`config.mk`:
```
export PLATFORM = sky130hd
export DESIGN_NAME = approx_mult_pipe
export DESIGN_NICKNAME = d
export VERILOG_FILES = /design/src/rtl/approx_mult_pipe.sv
export SDC_FILE = /design/constraint.sdc
export NUM_CORES = 1
export LEC_CHECK = 0
export BUFFER_PORTS_ARGS = -buffer_cell sky130_fd_sc_hd__buf_2
export CAP_MARGIN = 20
export CORE_MARGIN = 5
export CORE_UTILIZATION = 65
export CTS_CLUSTER_DIAMETER = 40
export DETAILED_ROUTE_END_ITERATION = 10
export PLACE_DENSITY = 0.94
export SETUP_SLACK_MARGIN = 0.02
export SYNTH_ARGS = -nofsm -noshare
export SYNTH_HDL_FRONTEND = slang
export SYNTH_SLANG_ARGS = --single-unit
```
`constraint.sdc`:
```
create_clock -name clk -period 4.8 [get_ports clk]
set_input_delay 0.48 -clock clk [delete_from_list [all_inputs] [get_ports clk]]
set_output_delay 0.48 -clock clk [all_outputs]
set_load 0.01 [all_outputs]
```
`src/rtl/approx_mult_pipe.sv`:
```
// ---------------------------------------------------------------------------
// approx_mult_pipe
//   Pipelined W x W unsigned approximate multiplier. Operands are split into
//   four H x H quadrant sub-products (H = W/2). Each sub-product has its low
//   bits truncated under a per-quadrant 2-bit mode. The four sub-products are
//   recombined with a lower-part-OR adder: the low LOA_BITS bits are ORed and
//   the upper bits are summed with no carry in from the low part.
//
//   Pipeline: S1 capture -> S2 quadrant products -> S3 recombine/output.
//   A single global advance (adv = !out_valid || out_ready) moves every stage.
//   Bubbles are not collapsed.
//
//   Optional macro APPROX_MULT_ERR_MON_EN adds an exact shadow product with
//   an error output (err = exact - r) and a saturating 16-bit count of
//   completed beats whose err is nonzero.
//
// Ports:
//   clk        rising-edge clock
//   rst        synchronous active-high reset
//   in_valid   operand beat valid          in_ready  beat accepted this cycle
//   a, b       W-bit unsigned operands     mode      2 bits per quadrant
//                                                    [1:0]LL [3:2]LH [5:4]HL [7:6]HH
//   out_valid  result valid                out_ready downstream accepts
//   r          2W-bit approximate product
//   err        (macro) exact - r, valid with out_valid
//   err_cnt    (macro) saturating count of completed beats with err != 0
// ---------------------------------------------------------------------------
module approx_mult_pipe #(
    parameter int W          = 8,
    parameter int TRUNC_STEP = 1,
    parameter int LOA_BITS   = 6
) (
    input  logic           clk,
    input  logic           rst,
    input  logic           in_valid,
    output logic           in_ready,
    input  logic [W-1:0]   a,
    input  logic [W-1:0]   b,
    input  logic [7:0]     mode,
    output logic           out_valid,
    input  logic           out_ready,
    output logic [2*W-1:0] r
`ifdef APPROX_MULT_ERR_MON_EN
    ,
    output logic [2*W-1:0] err,
    output logic [15:0]    err_cnt
`endif
);

    localparam int H  = W / 2;
    localparam int RW = 2 * W;

    // Clears the low min(TRUNC_STEP*m, W) bits of a sub-product.
    function automatic logic [W-1:0] trunc(input logic [W-1:0] p, input logic [1:0] m);
        logic [W-1:0] res;
        int           n;
        n = TRUNC_STEP * int'(m);
        if (n > W) n = W;
        for (int i = 0; i < W; i++) res[i] = (i >= n) ? p[i] : 1'b0;
        return res;
    endfunction

    // Mask selecting the OR-combined low part of the result.
    function automatic logic [RW-1:0] lo_mask();
        logic [RW-1:0] m;
        for (int i = 0; i < RW; i++) m[i] = (i < LOA_BITS);
        return m;
    endfunction

    localparam logic [RW-1:0] LO_MASK = lo_mask();

    logic adv;

    // Stage valid bits: [0] S1, [1] S2, [2] S3 (= out_valid).
    logic [2:0] vld_q;

    // S1 registers
    logic [W-1:0] a_q, b_q;
    logic [7:0]   mode_q;

    // S2 registers (quadrant sub-products)
    logic [W-1:0] ll_q, lh_q, hl_q, hh_q;
    logic [W-1:0] ll_d, lh_d, hl_d, hh_d;

    // S3 registers
    logic [RW-1:0] r_q, r_d;

    assign adv       = !vld_q[2] || out_ready;
    assign in_ready  = adv;
    assign out_valid = vld_q[2];
    assign r         = r_q;

    // S2 combinational: exact H x H products widened to W, then truncated.
    always_comb begin
        ll_d = trunc(W'(a_q[H-1:0]) * W'(b_q[H-1:0]), mode_q[1:0]);
        lh_d = trunc(W'(a_q[H-1:0]) * W'(b_q[W-1:H]), mode_q[3:2]);
        hl_d = trunc(W'(a_q[W-1:H]) * W'(b_q[H-1:0]), mode_q[5:4]);
        hh_d = trunc(W'(a_q[W-1:H]) * W'(b_q[W-1:H]), mode_q[7:6]);
    end

    // S3 combinational: lower-part-OR recombination. The upper sum is formed
    // from the contributions pre-shifted right, so no carry leaks up from the
    // ORed low bits; shifting back left drops anything beyond 2W bits.
    logic [RW-1:0] c0, c1, c2, c3, low_or, hi_sum;
    always_comb begin
        c0     = RW'(ll_q);
        c1     = RW'(lh_q) << H;
        c2     = RW'(hl_q) << H;
        c3     = RW'(hh_q) << W;
        low_or = (c0 | c1 | c2 | c3) & LO_MASK;
        hi_sum = (c0 >> LOA_BITS) + (c1 >> LOA_BITS)
               + (c2 >> LOA_BITS) + (c3 >> LOA_BITS);
        r_d    = (hi_sum << LOA_BITS) | low_or;
    end

    always_ff @(posedge clk) begin
        if (rst) begin
            vld_q  <= '0;
            a_q    <= '0;
            b_q    <= '0;
            mode_q <= '0;
            ll_q   <= '0;
            lh_q   <= '0;
            hl_q   <= '0;
            hh_q   <= '0;
            r_q    <= '0;
        end else if (adv) begin
            vld_q  <= {vld_q[1:0], in_valid};
            a_q    <= a;
            b_q    <= b;
            mode_q <= mode;
            ll_q   <= ll_d;
            lh_q   <= lh_d;
            hl_q   <= hl_d;
            hh_q   <= hh_d;
            r_q    <= r_d;
        end
    end

`ifdef APPROX_MULT_ERR_MON_EN
    // Exact shadow product rides alongside S2; the error is formed against
    // the S3 result as it is registered so both are valid together.
    logic [RW-1:0] exact_q, err_q;
    logic [15:0]   err_cnt_q;

    assign err     = err_q;
    assign err_cnt = err_cnt_q;

    always_ff @(posedge clk) begin
        if (rst) begin
            exact_q   <= '0;
            err_q     <= '0;
            err_cnt_q <= '0;
        end else begin
            if (adv) begin
                exact_q <= RW'(a_q) * RW'(b_q);
                err_q   <= exact_q - r_d;
            end
            if (vld_q[2] && out_ready && (err_q != '0) && (err_cnt_q != 16'hFFFF))
                err_cnt_q <= err_cnt_q + 16'd1;
        end
    end
`endif

endmodule

```
==> summary.txt, run 1 <==
Run status
  • Outcome: finished, final reports clean

Flow run
  • Max Cap Violations: 0

Power
  • Switch share: around 28%
  • Max VDD drop: slightly below 0.2 mV
  • LEAKAGE: between 2 and 3 nW
  • Net Sw Power: 386 µW
  • Design internal power: slightly below 1 mW
  • Flop pwr share: 50.1%
  • Combinational group share of total power: ~13%
  • Clock power share: 37.0%
  • Power density over the cells: around 250 nW/µm²

Route
  • WL/cell: 16.1 µm
  • Vias per cell: 6.10
  • Antenna viol nets, final: 0
  • Vias: 4403
  • 1st-iter DRT viols: between 300 and 400
  • 1st-pass router iterations: 7
  • Post-Route WL: ~12000 µm
  • Detailed-route DRC error count: 0

GRT
  • Overall Global Routing Usage: about 25%
  • Initial antenna violation count: 0
  • First-pass GRT wire length: 20100 µm
  • Via count of the first global-routing pass: 4342
  • Grt total ovfl: 0
  • Largest net degree at the start of global routing: 94

STA
  • Clock Skews: 11.8 ps
  • RSZ-0062 raised after global routing: false
  • Max transition margin: 28.1%
  • Worst-Margin Slew: 1080 ps
  • Max-slew violation count: 0
  • Final hold viol count: 0
  • Achievable Freq: 334 MHz
  • Post-route setup slack: roughly 1800 ps
  • Final Critical Period: 3000 ps
  • Final count of negative-setup-slack endpoints: 0
  • Fin crit share: 62.5%
  • Sum Neg Setup Slack: 0 ps

Synth
  • Syn_nets: 693
  • Register area share after synthesis: 30.3%
  • Post-synth cell types: 46
  • Main synth FF type: dfxtp_1
  • Mapped cell area: 4960 µm²
  • YS warnings: 0
  • Syn Inst Count: 588
  • Register bit total from synthesis: 75
  • Async SR Flop Fraction: 0%
  • Number of synthesized flops with an enable pin: 0
  • Syn Area/Cell: 8.43 µm²

Final layout
  • Layout cells sized above 1: approximately 11%
  • Most frequent cells in the layout: 117 x nand2_1, 75 x dfxtp_1, 58 x a21oi_1
  • Layout Nets: 723
  • Layout area overhead: 8.25%
  • Commonest non-fill, non-tap cell in the layout: nand2_1
  • Register area: 1500 µm²
  • Fillcell total: 516
  • # diodes: 0
  • Multi-input gate area: 3180 µm²
  • Core Util, Final: 73.2%

Setup path
  • Top delay family on crit path: adder cells
  • Critical R2R Capture: lh_q[4]
  • Worst EP required: 5090 ps
  • Worst r2r src: b_q[7]
  • Crit. End Element: flop
  • Critical path startpoint category: flop
  • Critical path's slowest cell: fa_1
  • CP max stage delay: roughly 560 ps
  • Max FO, Critical Path: 9
  • R2r setup slk: between 1500 and 2000 ps
  • Critical Path AT: 3290 ps
  • Worst path cell trace: nand2_1 > fa_1 > inv_1 > fa_1 > inv_1 > fa_1 > and2b_2 > nor3_1 > a21oi_1 > nor2_1
  • Worst Path Buf+Inv: 2
  • Reg2Reg Depth: 10
  • CP most frequent cell: fa_1
  • Setup CP Type: flop to flop

Die
  • Die Span Y: 97.3 µm
  • Core Rows: 31
  • Total Die Area: 9470 µm²
  • Starting Density: 67.6%
  • Die width: 97.3 µm
  • Ports: 46
  • Core area: 7330 µm²

Worst hold path
  • Hold path start: a[7]
  • Hold WC Path Type: input pin to flop
  • Hold path depth: 3
  • WHS Endpoint: a_q[7]

Clocking
  • CTS tree: done
  • CTS H-tree depth: 3
  • CTS Hold Buffers Added: 0
  • Resized Gates After CTS: 0
  • CTS max path bufs: 2
  • Post-CTS Setup Repair Bufs: 0
  • Root buf cell: clkbuf_8
  • Clock slew at reported path FFs: 80 ps
  • TritonCTS buffer count: 9
  • Clock Sinks: 75
  • Worst skew pair latency: 360 ps

Placement
  • Port Buf Inserts: 45
  • Routability cong.: between 0.9 and 1
  • Post-DP HPWL: 8110 µm
  • Dpl ws: 1880 ps
cell families after synthesis:
group                      count (synthesis)  share of synthesized area [%]
xor gates and xnor gates                   2                          0.353
adders and majority gates                 77                           22.9
buffers and inverters                     60                           5.65
AOI/OAI and AO/OA                        109                           13.4
DFF                                       75                           30.3
and+or+nand+nor                          265                           27.4
worst reg2reg max path, stage by stage (launching register included):
cell     delay, ps
dfxtp_1        490
nand2_1        150
fa_1           560
inv_1           60
fa_1           550
inv_1           70
fa_1           470
and2b_2        220
nor3_1         140
a21oi_1         80
nor2_1         140
worst max-delay path by stage:
stage | start | slack, ps | cells after the start | end
global route | b_q[3] | 1600 | 9 | ll_q[6]
floorplan | b_q[3] | 2100 | 9 | ll_q[6]
CTS | b_q[7] | 1820 | 10 | lh_q[4]
global placement | a_q[0] | 1960 | 9 | ll_q[6]
finish | b_q[7] | 1800 | 10 | lh_q[4]
detailed placement | a_q[0] | 1880 | 9 | ll_q[6]
cell usage after synthesis (2+ instances only):
library cell	number	area share [%]
nand4b_1	5	0.88
nor4b_1	5	0.88
buf_4	8	1.2
o21bai_1	2	0.30
o21a_1	4	0.61
fa_1	23	9.3
a221o_1	3	0.61
nor2b_4	4	1.1
a31oi_1	5	0.63
and3_1	7	0.88
o21ai_0	7	0.71
a21o_1	5	0.76
nor2_1	16	1.2
and2_1	41	5.2
buf_2	14	1.4
or4_1	7	1.1
nor3_1	15	1.5
dfxtp_1	75	30
a21oi_1	58	5.9
nand4_1	7	0.88
ha_1	54	14
nor4_1	2	0.25
nand3b_1	4	0.61
clkbuf_1	6	0.45
nand3_1	26	2.6
nand2_1	117	8.9
xnor2_1	2	0.35
o211ai_1	10	1.5
a211oi_1	8	1.2
inv_1	30	2.3
nor4bb_1	3	0.61
routing by layer:
layer / vias to the layer above / track usage [%] / routed length (µm)
met5: - / 0 / 0
met4: 0 / 7.35 / 243
met3: 27 / 5.60 / 696
met2: 174 / 43.2 / 5780
met1: 2099 / 32.3 / 4930
li1: 2103 / - / -
final cells by class:
cell class	count	area share (%)
sequential	75	28.0
inverter	31	2.17
multi-input combinational	453	59.2
timing repair buffer	48	4.62
clock buffer	10	2.56
tap	99	2.31
clock inverter	6	1.19
state kept, by name (all words and copies together), names as in the netlist:
signal,flops
a_q,8
b_q,8
hh_q,8
hl_q,8
lh_q,8
ll_q,8
mode_q,8
r,16
vld_q,3
stage by stage:
stage,std cells,power [mW],hold slack [ps],instance area (µm²)
2_1_floorplan,588,0.814,432,4960
3_3_place_gp,706,0.858,437,5160
3_5_place_dp,706,0.869,441,5160
4_1_cts,722,1.37,353,5370
5_1_grt,722,1.42,371,5370
6_report,722,1.37,360,5370
power by group through the flow:
| stage | Sequential [mW] | Combinational (mW) | Clock, mW |
|---|---|---|---|
| 2_1_floorplan | 0.691 | 0.122 | 0 |
| 3_3_place_gp | 0.695 | 0.163 | 0 |
| 3_5_place_dp | 0.698 | 0.172 | 0 |
| 4_1_cts | 0.684 | 0.174 | 0.509 |
| 5_1_grt | 0.691 | 0.198 | 0.535 |
| 6_report | 0.685 | 0.175 | 0.506 |
Power figures use the tool's default switching activity.
==> run 2, diff against run 1 <==
ABC_AREA = 1   (was unset)
CORE_UTILIZATION = 60   (was 65)
PLACE_DENSITY = 0.88   (was 0.94)
clock period = 3.05 ns   (was 4.8 ns; I/O delays follow)
==> summary.txt, run 2 <==
Run status
  • Outcome: finished, final reports clean

STA
  • Final count of negative-setup-slack endpoints: 0
  • Achievable Freq: 347 MHz
  • Final hold viol count: 0
  • Sum Neg Setup Slack: 0 ps
  • Max-slew violation count: 0
  • RSZ-0062 raised after global routing: false
  • Worst-Margin Slew: 567 ps
  • Max transition margin: 62.2%
  • Fin crit share: 94.6%
  • Clock Skews: 13.6 ps
  • Hold slack: 186 ps
  • Final Critical Period: 2890 ps

Placement
  • Post-DP HPWL: 8610 µm
  • Port Buf Inserts: 45
  • Routability cong.: 0.909

Flow run
  • Max Cap Violations: 0

Die
  • Total Die Area: around 10000 µm²
  • Ports: 46
  • Starting Density: 61.2%
  • Core area: 8130 µm²
  • Core Rows: 33
  • Die Span Y: 101 µm
  • Die width: 101 µm

Synth
  • Top post-synthesis cells by count: 125 x nand2_1, 110 x inv_1, 75 x dfxtp_1
  • Share of the synthesized area in the top cell type: 30.1%
  • YS warnings: 0
  • Mapped cell area: approximately 5000 µm²
  • Syn Area/Cell: 7.30 µm²
  • Register bit total from synthesis: 75
  • Number of synthesized flops with an enable pin: 0
  • Area leader, netlist: dfxtp_1
  • Main synth FF type: dfxtp_1
  • Async SR Flop Fraction: 0%
  • Synth top area cells: dfxtp_1 30%, ha_1 14%, nand2_1 9.4%, fa_1 9.2%, inv_1 8.3%
  • Post-synth cell types: 21
  • Most common cell in the netlist: nand2_1
  • Syn Inst Count: 682
  • Register area share after synthesis: 30.1%
  • Syn_nets: between 700 and 800

GRT
  • Grt total ovfl: 0
  • Largest net degree at the start of global routing: around 70
  • Overall Global Routing Usage: 24.3%
  • First-pass GRT wire length: 19800 µm
  • Initial antenna violation count: 0
  • Via count of the first global-routing pass: roughly 4400

Power
  • Switch share: 30.7%
  • Combinational group share of total power: 16.5%
  • Flop pwr share: 48.2%
  • LEAKAGE: 3.19 nW
  • Power density over the cells: 419 nW/µm²
  • Net Sw Power: between 700 and 800 µW
  • Max VDD drop: 0.370 mV
  • Clock power share: 35.3%
  • Design internal power: 1.59 mW

Clocking
  • CTS tree: done
  • Worst skew pair latency: 370 ps
  • Root buf cell: clkbuf_8
  • Clock slew at reported path FFs: 90 ps
  • CTS Hold Buffers Added: 0
  • CTS H-tree depth: 3
  • Clock Sinks: 75
  • CTS max path bufs: 2
  • TritonCTS buffer count: 9

Setup path
  • Reg2Reg Depth: 12
  • Max FO, Critical Path: 6
  • Critical Path AT: 3200 ps
  • R2r setup slk: ~160 ps
  • Setup CP Type: flop to flop
  • Critical path's slowest cell: fa_1
  • Worst path cell trace: nand2_1 > fa_1 > inv_1 > fa_1 > inv_1 > fa_1 > nand3b_1 > a21oi_1 > nor2_1 > nand2_1 > nand2_1 > inv_1
  • CP max stage delay: approximately 560 ps
  • Worst EP required: 3360 ps
  • Critical path startpoint category: flop
  • Critical R2R Capture: lh_q[6]
  • Crit. End Element: flop
  • Worst r2r src: b_q[7]

Route
  • Vias: around 4500
  • WL/cell: 14.2 µm
  • 1st-iter DRT viols: 269
  • 1st-pass router iterations: 7
  • Post-Route WL: around 12000 µm
  • Detailed-route DRC error count: 0
  • Antenna viol nets, final: 0
  • Vias per cell: 5.47

Final layout
  • Largest register FFs: 16
  • Commonest non-fill, non-tap cell in the layout: nand2_1
  • Layout cells sized above 1: between 10 and 15%
  • Most frequent cells in the layout: 125 x nand2_1, 110 x inv_1, 68 x nor2_1, 68 x dfxtp_1, 66 x o21ai_0
  • Layout Nets: 817
  • Layout area overhead: 10.0%
  • Fillcell total: roughly 670
  • # diodes: 0

Worst hold path
  • WHS Endpoint: vld_q[0]
  • Hold WC Path Type: input pin to flop
  • Hold path depth: 3
  • Hold path start: in_valid
run 2: changes by cell type after synthesis, sizes merged, moves of 9 or more:
cell    before  now
o21ai        7   66
clkbuf       6   26
nand3b       4   13
nor3        15    2
inv         31  111
nor2        16   69
buf         23   12
and2        41    0
run 2: layer usage:
layer	global-route usage, %	wire length (µm)	up-vias
li1	-	-	2212
met1	29.0	4760	2103
met2	43.2	5900	145
met3	4.01	644	34
met4	9.92	360	0
met5	0	0	-
run 2: worst max-delay path by stage:
stage / to / cells past startpoint / startpoint
final: lh_q[6] / 12 / b_q[7]
after global routing: hl_q[6] / 12 / a_q[4]
after CTS: lh_q[6] / 12 / a_q[1]
after detailed placement: lh_q[6] / 12 / a_q[1]
after global placement: hl_q[6] / 12 / a_q[4]
after floorplan: hl_q[6] / 13 / a_q[4]
run 2: cell type report:
class | instances | area, µm² | share of cell area [%]
clock inverter | 7 | 82.6 | 1.51
clock buffer | 9 | 124 | 2.26
multi-input combinational | 458 | 2890 | 52.7
inverter | 111 | 417 | 7.60
sequential | 75 | 1510 | 27.6
tap | 105 | 131 | 2.40
timing repair buffer | 57 | 328 | 5.98
run 2: power by group through the flow:
stage          clock network (mW)  registers, mW  logic [mW]
4_1_cts                     0.817           1.10       0.381
3_5_place_dp                    0           1.13       0.375
3_3_place_gp                    0           1.12       0.358
5_1_grt                     0.855           1.11       0.433
6_report                    0.810           1.11       0.379
2_1_floorplan                   0           1.10       0.271
run 2: stage by stage:
step                      instance area (µm²)  instances  setup slack, ps  util [%]  power, mW
after floorplan                          4980        682              255         -       1.37
after global placement                   5260        806              219      64.7       1.48
after detailed placement                 5260        806              137      64.7       1.50
after CTS                                5470        822              102      67.3       2.30
after global routing                     5480        822             13.6      67.4       2.40
final                                    5480        822              165      67.4       2.29
run 2: cell families after synthesis:
kind of cell	synth area share, %
AOI/OAI and AO/OA	12.4
xor gates and xnor gates	0.879
adders and majority gates	22.8
buffers and inverters	11.9
DFF	30.1
and+or+nand+nor	21.9
run 2: timing repair:
action                                  4_1_cts  5_1_grt
gates resized for setup                       0        7
buffers inserted                              0        0
endpoints found under the setup margin        0        3
hold endpoints to repair                      0        0
run 2: worst max-delay path: cells and delay by family, from the launching register on:
kind            cells  cell delay (ps)
compound gates      1              160
fa+ha+maj           3             1570
buf+inv             3              200
flops               1              420
simple gates        5              500
